===== src/rtl/jtgng_rom_arb.sv =====
// Fixed-priority arbiter from SLOTS ROM clients onto one SDRAM read port, one buffered word per slot.
// Define JTGNG_ROMARB_HOLD_EN to keep a slot's buffered word valid while its slot_cs is low.
module jtgng_rom_arb #(
    parameter int SLOTS = 4,
    parameter int AW    = 22,
    parameter int DW    = 32
) (
    input  logic                  clk,
    input  logic                  rst,
    input  logic                  downloading,
    input  logic                  loop_rst,
    input  logic [SLOTS-1:0]      slot_cs,
    input  logic [SLOTS*AW-1:0]   slot_addr,
    output logic [SLOTS-1:0]      slot_ok,
    output logic [SLOTS*DW-1:0]   slot_dout,
    output logic                  sdram_req,
    output logic [AW-1:0]         sdram_addr,
    input  logic                  sdram_ack,
    input  logic                  data_rdy,
    input  logic [DW-1:0]         data_read,
    output logic                  refresh_en
);
    localparam logic [1:0] IDLE     = 2'd0;
    localparam logic [1:0] WAIT_ACK = 2'd1;
    localparam logic [1:0] WAIT_RDY = 2'd2;
    localparam int CW = (SLOTS > 1) ? $clog2(SLOTS) : 1;

    logic [1:0]       state;
    logic [CW-1:0]    cur;
    logic [CW-1:0]    win_idx;
    logic [AW-1:0]    win_addr;
    logic             win_vld;
    logic [SLOTS-1:0] valid;
    logic [SLOTS-1:0] miss;
    logic [AW-1:0]    tag  [SLOTS];
    logic [DW-1:0]    rbuf [SLOTS];
    logic             abort;

    assign abort = downloading | loop_rst;

    always_comb begin
        for (int n = 0; n < SLOTS; n++) begin
            slot_ok[n]               = slot_cs[n] & valid[n] & (tag[n] == slot_addr[n*AW +: AW]);
            slot_dout[n*DW +: DW]    = rbuf[n];
        end
    end

    assign miss       = slot_cs & ~slot_ok;
    assign refresh_en = (state == IDLE) & ~|miss;

    // Scan from the top so the lowest-index miss overwrites the others.
    always_comb begin
        win_vld  = |miss;
        win_idx  = '0;
        win_addr = '0;
        for (int n = SLOTS-1; n >= 0; n--) begin
            if (miss[n]) begin
                win_idx  = CW'(n);
                win_addr = slot_addr[n*AW +: AW];
            end
        end
    end

    always_ff @(posedge clk) begin
        if (rst) begin
            state      <= IDLE;
            sdram_req  <= 1'b0;
            sdram_addr <= '0;
            cur        <= '0;
            valid      <= '0;
            for (int n = 0; n < SLOTS; n++) begin
                tag[n]  <= '0;
                rbuf[n] <= '0;
            end
        end else if (abort) begin
            state     <= IDLE;
            sdram_req <= 1'b0;
            valid     <= '0;
        end else begin
            case (state)
                IDLE: begin
                    if (win_vld) begin
                        cur        <= win_idx;
                        sdram_addr <= win_addr;
                        sdram_req  <= 1'b1;
                        state      <= WAIT_ACK;
                    end
                end
                WAIT_ACK: begin
                    if (sdram_ack) begin
                        sdram_req <= 1'b0;
                        state     <= WAIT_RDY;
                    end
                end
                WAIT_RDY: begin
                    // Tag comes from the latched request address, not the slot's current one.
                    if (data_rdy) begin
                        rbuf[cur]  <= data_read;
                        tag[cur]   <= sdram_addr;
                        valid[cur] <= 1'b1;
                        state      <= IDLE;
                    end
                end
                default: state <= IDLE;
            endcase
`ifdef JTGNG_ROMARB_HOLD_EN
            // Buffered words stay valid across cs deassertion.
`else
            // Placed after the case so a deasserted cs wins over a same-cycle fill.
            for (int n = 0; n < SLOTS; n++) begin
                if (!slot_cs[n]) valid[n] <= 1'b0;
            end
`endif
        end
    end
endmodule

===== config.mk =====
export PLATFORM = sky130hd
export DESIGN_NAME = jtgng_rom_arb
export DESIGN_NICKNAME = d
export VERILOG_FILES = /design/src/rtl/jtgng_rom_arb.sv
export SDC_FILE = /design/constraint.sdc
export NUM_CORES = 1
export LEC_CHECK = 0
export ABC_CLOCK_PERIOD_IN_PS = 2800
export BUFFER_PORTS_ARGS = -buffer_cell sky130_fd_sc_hd__clkbuf_2
export CAP_MARGIN = 20
export CORE_ASPECT_RATIO = 0.75
export CORE_UTILIZATION = 25
export CTS_CLUSTER_SIZE = 14
export DETAILED_ROUTE_END_ITERATION = 8
export PLACE_DENSITY = 0.49
export SLEW_MARGIN = 20
export SYNTH_ARGS = -nofsm -noshare
export SYNTH_HDL_FRONTEND = slang
export SYNTH_SLANG_ARGS = --single-unit

===== constraint.sdc =====
create_clock -name clk -period 2.8 [get_ports clk]
set_clock_uncertainty 0.15 [all_clocks]
set_input_delay 0 -clock clk [delete_from_list [all_inputs] [get_ports clk]]
set_output_delay 0 -clock clk [all_outputs]
set_load 0.03 [all_outputs]

==> out/metrics.cfg, run 1 <==
[outcome]
status=complete, but fails checks
violations=negative setup slack

[clock_tree]
clk_pin_slew_worst_paths_ps=70
numCtsBuffers=28
clock-sinks=247
cts_tree=yes
htree_levels=1
clockBufferDepth=3
cts-root-buf=clkbuf_16
clk_latency_ps=560

[min_path]
hold_class=in2reg
holdPathStages=3
min_to=state[0]
hold_start=sdram_ack

[global_route]
grt-ovfl-total=0
met3_usage_pct=4.73
grt_pass1_wl_um=60500
met2_usage_pct=28.1
globalRouteTotalUtil_pct=18.7
first_global_vias=9024
busiest_layer=met2
antenna_found_initial=0
met1_usage_pct=26.7
grt_start_max_net_pins=55

[routing]
num_vias=9038
drc=0
wl_per_cell_um=21.9
drt_wl_total_um=42800
detail-route-antenna-nets=0
first_iter_violations=794
viasPerCell=4.63
drt_pass1_iterations=5

[critical_path]
cp.arrival_ps=2830
crit_path_start_kind=register
cp_data_required_time_ps=2650
reg2reg_to=sdram_addr[1]
worstSetupPathType=reg2out
worst-r2r-cell-count=9
cp_top_family=simple AND/OR/NAND/NOR gates
crit_chain=xor2_1 > nor4_2 > buf_4 > nand4_1 > o41ai_2 > buf_4 > nand4_1 > nor3_2 > clkbuf_8
cpMaxStageDelayCell=edfxtp_1
cp_max_fo=3
r2r_slack_ps=-100
critPathMaxStageDelay_ps=390
startpoint=tag[0][15]
setup.worst_path.end_class=output pin
cp_num_buf_inv=3
r2r_start=tag[2][16]

[logic_synthesis]
synth_seq_cells=247
avgSynthCellArea_um2=11.9
syn-cell-area_mm2=0.0108
synthFlopType=edfxtp_1
ys_seq_area_share_pct=65.8
syn-num-nets=1038
synthArstFlopShare_pct=0
yosysUniqueCellTypes=42
synth-edff-count=216
yosys_warnings=0
synth_cells=908

[die]
core_area_mm2=0.0423
start_util_pct=25.5
die_w_um=242
dieArea_mm2=0.0441
die_y_um=182
rows=65
ios=286

[timing]
hold_violations=0
rsz0062_at_grt=yes
worstMarginPinSlew_ps=636
worst_slack_ps=-176
tns_ps=-1190
period_minus_slack_ps=2980
hold_ws_ps=98.6
fin_crit_sh_pct=106
drv_slew=0
setup_viol=18
relSlewSlack_pct=57.5
max_freq_ghz=0.336

[cells_and_area]
drive_gt1_share_pct=31.0
syn_to_final_growth_pct=47.2
antenna_cells=0
n_fill_cell=4162
layout.nets=1491

[place]
numPortBuffers=285
place.gp.congestion=0.831
dp_hpwl_um=28600

[power]
power_density_mw_per_mm2=579
vdd_ir_drop_max_mv=0.413
leakage_uw=0.00665

[flow_run]
maxCapViolations=0

logic make-up (layout without fill, tap and decap cells):
| kind of cell | Yosys count | after routing | share of synthesized area (%) |
|---|---|---|---|
| and+or+nand+nor | 393 | 393 | 16.8 |
| xor gates and xnor gates | 88 | 88 | 7.14 |
| DFF | 247 | 247 | 65.8 |
| buffers and inverters | 115 | 590 | 4.38 |
| AOI/OAI and AO/OA | 65 | 65 | 5.92 |
worst min-delay path: cells and delay by family:
kind,cells,cell delay (ps)
buffers and inverters,2,660
AOI/OAI and AO/OA,1,80
metrics by stage:
step	setup slack (ps)	power [uW]	cells	utilization [%]	area, um2
2_1_floorplan	6.67	4720	908	-	10800
3_3_place_gp	129	5170	1751	31.4	13300
3_5_place_dp	46.6	5170	1751	31.4	13300
4_1_cts	-261	9270	1945	37.2	15700
5_1_grt	-346	9500	1952	37.6	15900
6_report	-176	9210	1952	37.6	15900
layer usage:
metal / share of wire (%) / up-vias
met5: 0 / -
met4: 2.6 / 0
met3: 8.1 / 70
met2: 43 / 435
met1: 47 / 4432
li1: - / 4101
cell usage after synthesis, types with 2 or more instances:
cell	number	area (um2)
a21o_1	2	15.0
a21oi_1	4	20.0
a311o_1	22	220
a311oi_1	14	123
a311oi_2	8	120
a31oi_1	3	18.8
and2_1	35	219
buf_2	8	40.0
buf_4	4	30.0
buf_6	2	22.5
clkbuf_1	40	150
dfxtp_1	31	621
edfxtp_1	216	6490
inv_1	59	221
nand2_1	88	330
nand3b_1	22	165
nand4_1	32	200
nor2_1	178	668
nor3_1	13	65.1
nor3b_1	2	15.0
nor4_1	15	93.8
o21ai_0	2	10.0
or2_2	2	12.5
or3_1	2	12.5
xnor2_1	26	228
xor2_1	62	543
flip-flops by register name, summed over array words and instances (netlist names):
register	count
valid	4
rbuf	128
cur	2
state	2
tag	88
sdram_req	1
sdram_addr	22
where the power goes:
| group | total [uW] | internal [uW] | leakage (uW) | switching (uW) |
|---|---|---|---|---|
| combinational | 1120 | 438 | 0.00369 | 685 |
| sequential | 4190 | 4120 | 0.00249 | 69.5 |
| clock | 3900 | 2270 | 0.000472 | 1620 |
| total | 9210 | 6830 | 0.00665 | 2380 |
layout make-up:
type                    instances  area [um2]  share of cell area (%)
clock buffers                  32         737                    4.63
clock inverters                20         224                    1.41
inverters                      59         221                    1.39
multi-input cells             546        3380                    21.3
flip-flops and latches        247        7110                    44.7
well taps                     569         712                    4.48
repair buffers                479        3520                    22.1
cells in the final DEF, fill, tap and decap left out, types with 25 or more instances in the layout:
cell and instances:
and2_1 35, buf_4 38, clkbuf_16 31, clkbuf_2 283, dfxtp_1 31, dlygate4sd3_1 134
edfxtp_1 216, inv_1 59, nand2_1 87, nand4_1 32, nor2_1 176, xnor2_1 25
xor2_1 62
how the worst max path moves through the flow:
stage,cells past startpoint,endpoint,slack [ps]
CTS,9,refresh_en,-260
finish,9,refresh_en,-180
global placement,9,sdram_addr[2],130
floorplan,5,rbuf[0][0],7
global route,9,refresh_en,-350
detailed placement,8,sdram_addr[11],50
what timing repair did:
item / CTS / global route
hold buffers: 134 / 0
resized for setup: 12 / 16
endpoints found under the setup margin: 3 / 29
hold endpoints to repair: 159 / 0
buffers inserted: 7 / 6
gates cloned: 2 / 2
pin swaps: 8 / 21
Note: power is estimated with default switching activity, not from simulation.
==> run 2, diff against run 1 <==
--- a/config.mk
+++ b/config.mk
@@ -14,2 +14,3 @@
 export DETAILED_ROUTE_END_ITERATION = 8
+export MAX_ROUTING_LAYER = met4
 export PLACE_DENSITY = 0.49
--- a/constraint.sdc
+++ b/constraint.sdc
@@ -4,2 +4,2 @@
 set_output_delay 0 -clock clk [all_outputs]
-set_load 0.03 [all_outputs]
+set_load 0.01 [all_outputs]
==> out/metrics.cfg, run 2 (same netlist as run 1, synthesis figures left out) <==
[timing]
max_freq_ghz=0.315  ; was 0.336 GHz
hold_violations=0  ; unchanged
worstMarginPinSlew_ps=883  ; was 636 ps
drv_slew=0  ; unchanged
period_minus_slack_ps=3170  ; was 2980 ps
tns_ps=-373  ; was -1190 ps
fin_crit_sh_pct=113  ; was 106%
worst_slack_ps=-373  ; was -176 ps
setup_viol=1  ; was 18
rsz0062_at_grt=yes  ; unchanged
relSlewSlack_pct=41.0  ; was 57.5%

[min_path]
holdPathStages=4  ; was 3
hold_class=in2reg  ; unchanged

[die]
die_w_um=242  ; unchanged
die_y_um=182  ; unchanged
rows=65  ; unchanged
core_area_mm2=0.0423  ; unchanged
dieArea_mm2=0.0441  ; unchanged
start_util_pct=25.5  ; unchanged
ios=286  ; unchanged

[routing]
drt_pass1_iterations=5  ; unchanged
detail-route-antenna-nets=0  ; unchanged
first_iter_violations=823  ; was 794
drc=0  ; unchanged
num_vias=8980  ; was 9038
wl_per_cell_um=21.6  ; was 21.9 um
drt_wl_total_um=42100  ; was 42800 um
viasPerCell=4.61  ; was 4.63

[cells_and_area]
layout.nets=1486  ; was 1491
top_register=rbuf  ; unchanged
final_cell_mix=283 x clkbuf_2, 216 x edfxtp_1, 172 x nor2_1, 132 x dlygate4sd3_1, 87 x nand2_1  ; was 283 x clkbuf_2, 216 x edfxtp_1, 176 x nor2_1, 134 x dlygate4sd3_1, 87 x nand2_1
syn_to_final_growth_pct=46.2  ; was 47.2%
largestRegisters=rbuf: 128 flops, tag: 88 flops, sdram_addr: 22 flops  ; unchanged
fin_area_mm2=0.0158  ; was 0.0159 mm2
ff_latch_area_mm2=0.00711  ; unchanged
mostFrequentLayoutCell=clkbuf_2  ; unchanged
largest_register_ffs=128  ; unchanged
drive_gt1_share_pct=30.6  ; was 31.0%
n_fill_cell=4227  ; was 4162
multi_input_area_mm2=0.00342  ; was 0.00338 mm2

[critical_path]
worstSetupPathType=reg2out  ; unchanged
cp_data_required_time_ps=2650  ; about the same
cp.arrival_ps=3020  ; was 2830 ps
cp_max_fo=19  ; was 3
crit_path_start_kind=register  ; unchanged
setup.worst_path.end_class=output pin  ; unchanged
worst-r2r-cell-count=10  ; was 9

[global_route]
met3_usage_pct=5.17  ; was 4.73%
grt_start_max_net_pins=56  ; was 55
met1_usage_pct=26.2  ; was 26.7%
grt_pass1_wl_um=60000  ; was 60500 um
grt-ovfl-total=0  ; unchanged
met2_usage_pct=27.5  ; was 28.1%
globalRouteTotalUtil_pct=19.0  ; was 18.7%
first_global_vias=8902  ; was 9024
busiest_layer=met2  ; unchanged
antenna_found_initial=3  ; was 0

[place]
placed_area_mm2=0.0133  ; about the same
numPortBuffers=285  ; unchanged
place.gp.congestion=0.833  ; was 0.831
dp_hpwl_um=28000  ; was 28600 um

[outcome]
status=complete, but fails checks  ; unchanged
violations=negative setup slack  ; unchanged

[power]
vdd_ir_drop_max_mv=0.406  ; was 0.413 mV
leakage_uw=0.00657  ; was 0.00665 uW
power_density_mw_per_mm2=562  ; was 579 mW/mm2

[clock_tree]
clock-sinks=247  ; unchanged
cts_tree=yes  ; unchanged
clk_latency_ps=560  ; about the same
cts-root-buf=clkbuf_16  ; unchanged
numCtsBuffers=28  ; unchanged
clk_pin_slew_worst_paths_ps=60  ; was 70 ps
htree_levels=1  ; unchanged
clockBufferDepth=3  ; unchanged

[flow_run]
maxCapViolations=0  ; unchanged

-- run 2: per-stage QoR --
stage	hold slack [ps]	setup slack [ps]	utilization, %	instances	power (uW)
5_1_grt	46.2	-543	37.3	1947	9160
6_report	41.7	-373	37.3	1947	8870
3_3_place_gp	94.2	0.363	31.4	1751	5040
2_1_floorplan	-33.9	6.67	-	908	4590
4_1_cts	1.51	-359	36.8	1935	8930
3_5_place_dp	97.2	-45.6	31.4	1751	5050
-- run 2: timing repair --
action | 4_1_cts | 5_1_grt
hold buffers | 132 | 0
gates resized for setup | 5 | 27
cloned | 1 | 1
setup buffers | 1 | 9
setup endpoints to repair | 7 | 28
pin swaps | 1 | 14
endpoints found under the hold margin | 159 | 0
-- run 2: final cells by class --
type	instances	area share, %
flip-flops and latches	247	45.0
multi-input cells	547	21.6
well taps	569	4.51
clock buffers	35	4.74
diodes	2	0.0317
repair buffers	473	21.7
inverters	59	1.40
clock inverters	15	0.951
-- run 2: metal layers --
layer	share of wire [%]	up-vias
met5	0	-
met4	2.7	0
met3	9.4	74
met2	43	423
met1	45	4394
li1	-	4089
-- run 2: where the power goes --
| group | switching [uW] | leakage [uW] | internal, uW |
|---|---|---|---|
| Clock | 1550 | 0.000436 | 2160 |
| Sequential | 69.8 | 0.00249 | 4120 |
| Combinational | 545 | 0.00364 | 427 |
-- run 2: final timing paths --
| check | start | end | slack [ps] |
|---|---|---|---|
| max | tag[1][6] | refresh_en | -370 |
| min | slot_cs[3] | sdram_addr[1] | 40 |
| max reg2reg | tag[2][17] | sdram_addr[11] | 0 |
| min reg2reg | valid[1] | valid[1] | 300 |
-- run 2: critical path: stages (launching register included) --
cell	delay, ps
edfxtp_1	410
xor2_1	230
nor4_1	360
nand4_1	250
o31ai_4	350
buf_12	210
nand4_1	270
nor3_2	240
buf_2	160
==> run 3, diff against run 2 <==
Settings changed: ABC_CLOCK_PERIOD_IN_PS 2800 to 2700, PLACE_DENSITY 0.49 to 0.54.
Clock period 2.8 ns to 2.7 ns, I/O delays scaled along.
==> out/metrics.cfg, run 3 (same netlist as run 1, synthesis figures left out) <==
[timing]
worstMarginPinSlew_ps=785  ; was 883 ps
period_minus_slack_ps=2910
setup_viol=26  ; was 1
max_freq_ghz=0.344
tns_ps=-3060  ; was -373 ps
relSlewSlack_pct=47.5  ; was 41.0%
rsz0062_at_grt=yes  ; unchanged
fin_crit_sh_pct=108
hold_violations=0  ; unchanged
drv_slew=0  ; unchanged
worst_slack_ps=-209  ; was -373 ps

[cells_and_area]
top_register=rbuf  ; unchanged
syn_to_final_growth_pct=48.8  ; was 46.2%
largestRegisters=rbuf: 128 flops, tag: 88 flops, sdram_addr: 22 flops  ; unchanged
mostFrequentLayoutCell=clkbuf_2  ; unchanged
layout.nets=1506  ; was 1486
final_cell_mix=284 x clkbuf_2, 216 x edfxtp_1, 162 x nor2_1, 134 x dlygate4sd3_1, 87 x nand2_1  ; was 283 x clkbuf_2, 216 x edfxtp_1, 172 x nor2_1, 132 x dlygate4sd3_1, 87 x nand2_1
finalNonFillerCells=1972  ; was 1947
largest_register_ffs=128  ; unchanged
drive_gt1_share_pct=32.7  ; was 30.6%
fin_area_mm2=0.0161  ; was 0.0158 mm2

[critical_path]
crit_path_start_kind=register  ; unchanged
r2r_slack_ps=-210  ; was 0 ps
critPathMaxStageDelay_ps=390  ; was 410 ps
cpMaxStageDelayCell=edfxtp_1  ; unchanged
worst-r2r-cell-count=12  ; was 10
cp.arrival_ps=3220  ; was 3020 ps
crit_chain=xor2_1 > nor4_2 > buf_4 > nand4_1 > buf_6 > buf_4 > nor4_4 > nor2b_4 > buf_12 > buf_6 > a311o_1 > a311oi_1  ; was xor2_1 > nor4_1 > nand4_1 > o31ai_4 > buf_12 > nand4_1 > nor3_2 > buf_2
cp_data_required_time_ps=3010  ; was 2650 ps
cp_max_fo=9  ; was 19
r2r_start=tag[0][13]  ; was tag[2][17]
worstSetupPathType=reg2reg  ; was reg2out
reg2reg_to=sdram_addr[19]  ; was sdram_addr[11]
startpoint=tag[0][13]  ; was tag[1][6]
critPathCapture=sdram_addr[19]  ; was refresh_en
setup.worst_path.end_class=register  ; was output pin

[die]
core_area_mm2=0.0423  ; unchanged
rows=65  ; unchanged
start_util_pct=25.5  ; unchanged
dieArea_mm2=0.0441  ; unchanged
die_y_um=182  ; unchanged
ios=286  ; unchanged
die_w_um=242  ; unchanged

[flow_run]
maxCapViolations=0  ; unchanged

[clock_tree]
cts-root-buf=clkbuf_16  ; unchanged
htree_levels=1  ; unchanged
clock-sinks=247  ; unchanged
clockBufferDepth=3  ; unchanged
clk_pin_slew_worst_paths_ps=70  ; was 60 ps
clk_latency_ps=550  ; was 560 ps
cts_tree=yes  ; unchanged
numCtsBuffers=28  ; unchanged

[routing]
drt_pass1_iterations=5  ; unchanged
num_vias=9259  ; was 8980
wl_per_cell_um=22.2  ; was 21.6 um
first_iter_violations=837  ; was 823
drt_wl_total_um=43800  ; was 42100 um
drc=0  ; unchanged
detail-route-antenna-nets=0  ; unchanged
viasPerCell=4.70  ; was 4.61

[global_route]
grt_start_max_net_pins=41  ; was 56
grt-ovfl-total=0  ; unchanged
globalRouteTotalUtil_pct=19.5  ; was 19.0%
grt_pass1_wl_um=61500  ; was 60000 um
antenna_found_initial=5  ; was 3
first_global_vias=9183  ; was 8902

[place]
dp_hpwl_um=28600  ; was 28000 um
placed_area_mm2=0.0133  ; about the same
place.gp.congestion=0.858  ; was 0.833
dp_cells=1752  ; was 1751
pre_cts_ws_ps=-99.2  ; was -45.6 ps
numPortBuffers=285  ; unchanged

[power]
power_uw=9130  ; was 8870 uW
vdd_ir_drop_max_mv=0.398  ; was 0.406 mV
leakage_uw=0.00668  ; was 0.00657 uW
power_density_mw_per_mm2=568  ; was 562 mW/mm2

[min_path]
hold_class=in2reg  ; unchanged

[outcome]
status=complete, but fails checks  ; unchanged
violations=negative setup slack  ; unchanged

[run 3: changes by cell type in the layout (fill, tap and decap cells not counted), moves of 2 or more]
cell	change
nor2_1	-10
nor2_2	+10
buf_6	+5
buf_12	-4
dlygate4sd3_1	+2
buf_16	+2
clkinv_1	-3
clkinvlp_4	+3
clkbuf_16	+4
diode_2	+3
bufinv_16	-2
xor2_1	-2
nor4_1	-2
buf_4	+11
[run 3: area by class of cell]
class | instances | area (um2)
sequential | 247 | 7110
inverter | 59 | 221
multi-input combinational | 546 | 3470
fill | 4158 | 26200
clock buffer | 37 | 766
tap | 569 | 712
timing repair buffer | 494 | 3670
clock inverter | 15 | 113
antenna | 5 | 12.5
[run 3: report_power, final]
group	leakage, uW	switching (uW)	internal [uW]
logic	0.00377	594	483
registers	0.00249	78.3	4270
clock network	0.000418	1610	2090
[run 3: per-layer routing]
| layer | vias up | part of all wire, % | track usage, % |
|---|---|---|---|
| li1 | 4138 | - | - |
| met2 | 489 | 45 | 29.3 |
| met1 | 4561 | 43 | 26.3 |
| met3 | 71 | 9.7 | 5.32 |
| met5 | - | 0 | - |
| met4 | 0 | 2.1 | 3.92 |
[run 3: how the worst min path moves through the flow]
stage                           from        endpoint  cells after the start
after floorplan           slot_cs[1]        valid[1]                      2
after global placement     sdram_ack        state[0]                      2
after detailed placement   sdram_ack        state[0]                      2
after CTS                 slot_cs[2]  sdram_addr[10]                      5
after global routing      slot_cs[2]  sdram_addr[11]                      5
final                      sdram_ack        state[0]                      3
[run 3: worst max-delay path: cells and delay by family, from the launching register on]
kind | cells | cell delay [ps]
compound gates | 2 | 500
buf+inv | 5 | 760
flops | 1 | 390
xor+xnor | 1 | 200
simple gates | 4 | 800
[run 3: through the flow]
stage,util [%],hold WS [ps]
floorplan,-,-33.9
global placement,31.4,89.9
detailed placement,31.4,105
CTS,37.1,83.9
global route,38.0,106
finish,38.0,119
[run 3: timing repair]
item / 4_1_cts / 5_1_grt
cloned: 2 / 6
endpoints found under the setup margin: 26 / 30
hold endpoints to repair: 159 / 0
setup buffers: 13 / 8
hold buffers: 134 / 0
pin swaps: 19 / 16
gates resized for setup: 14 / 38
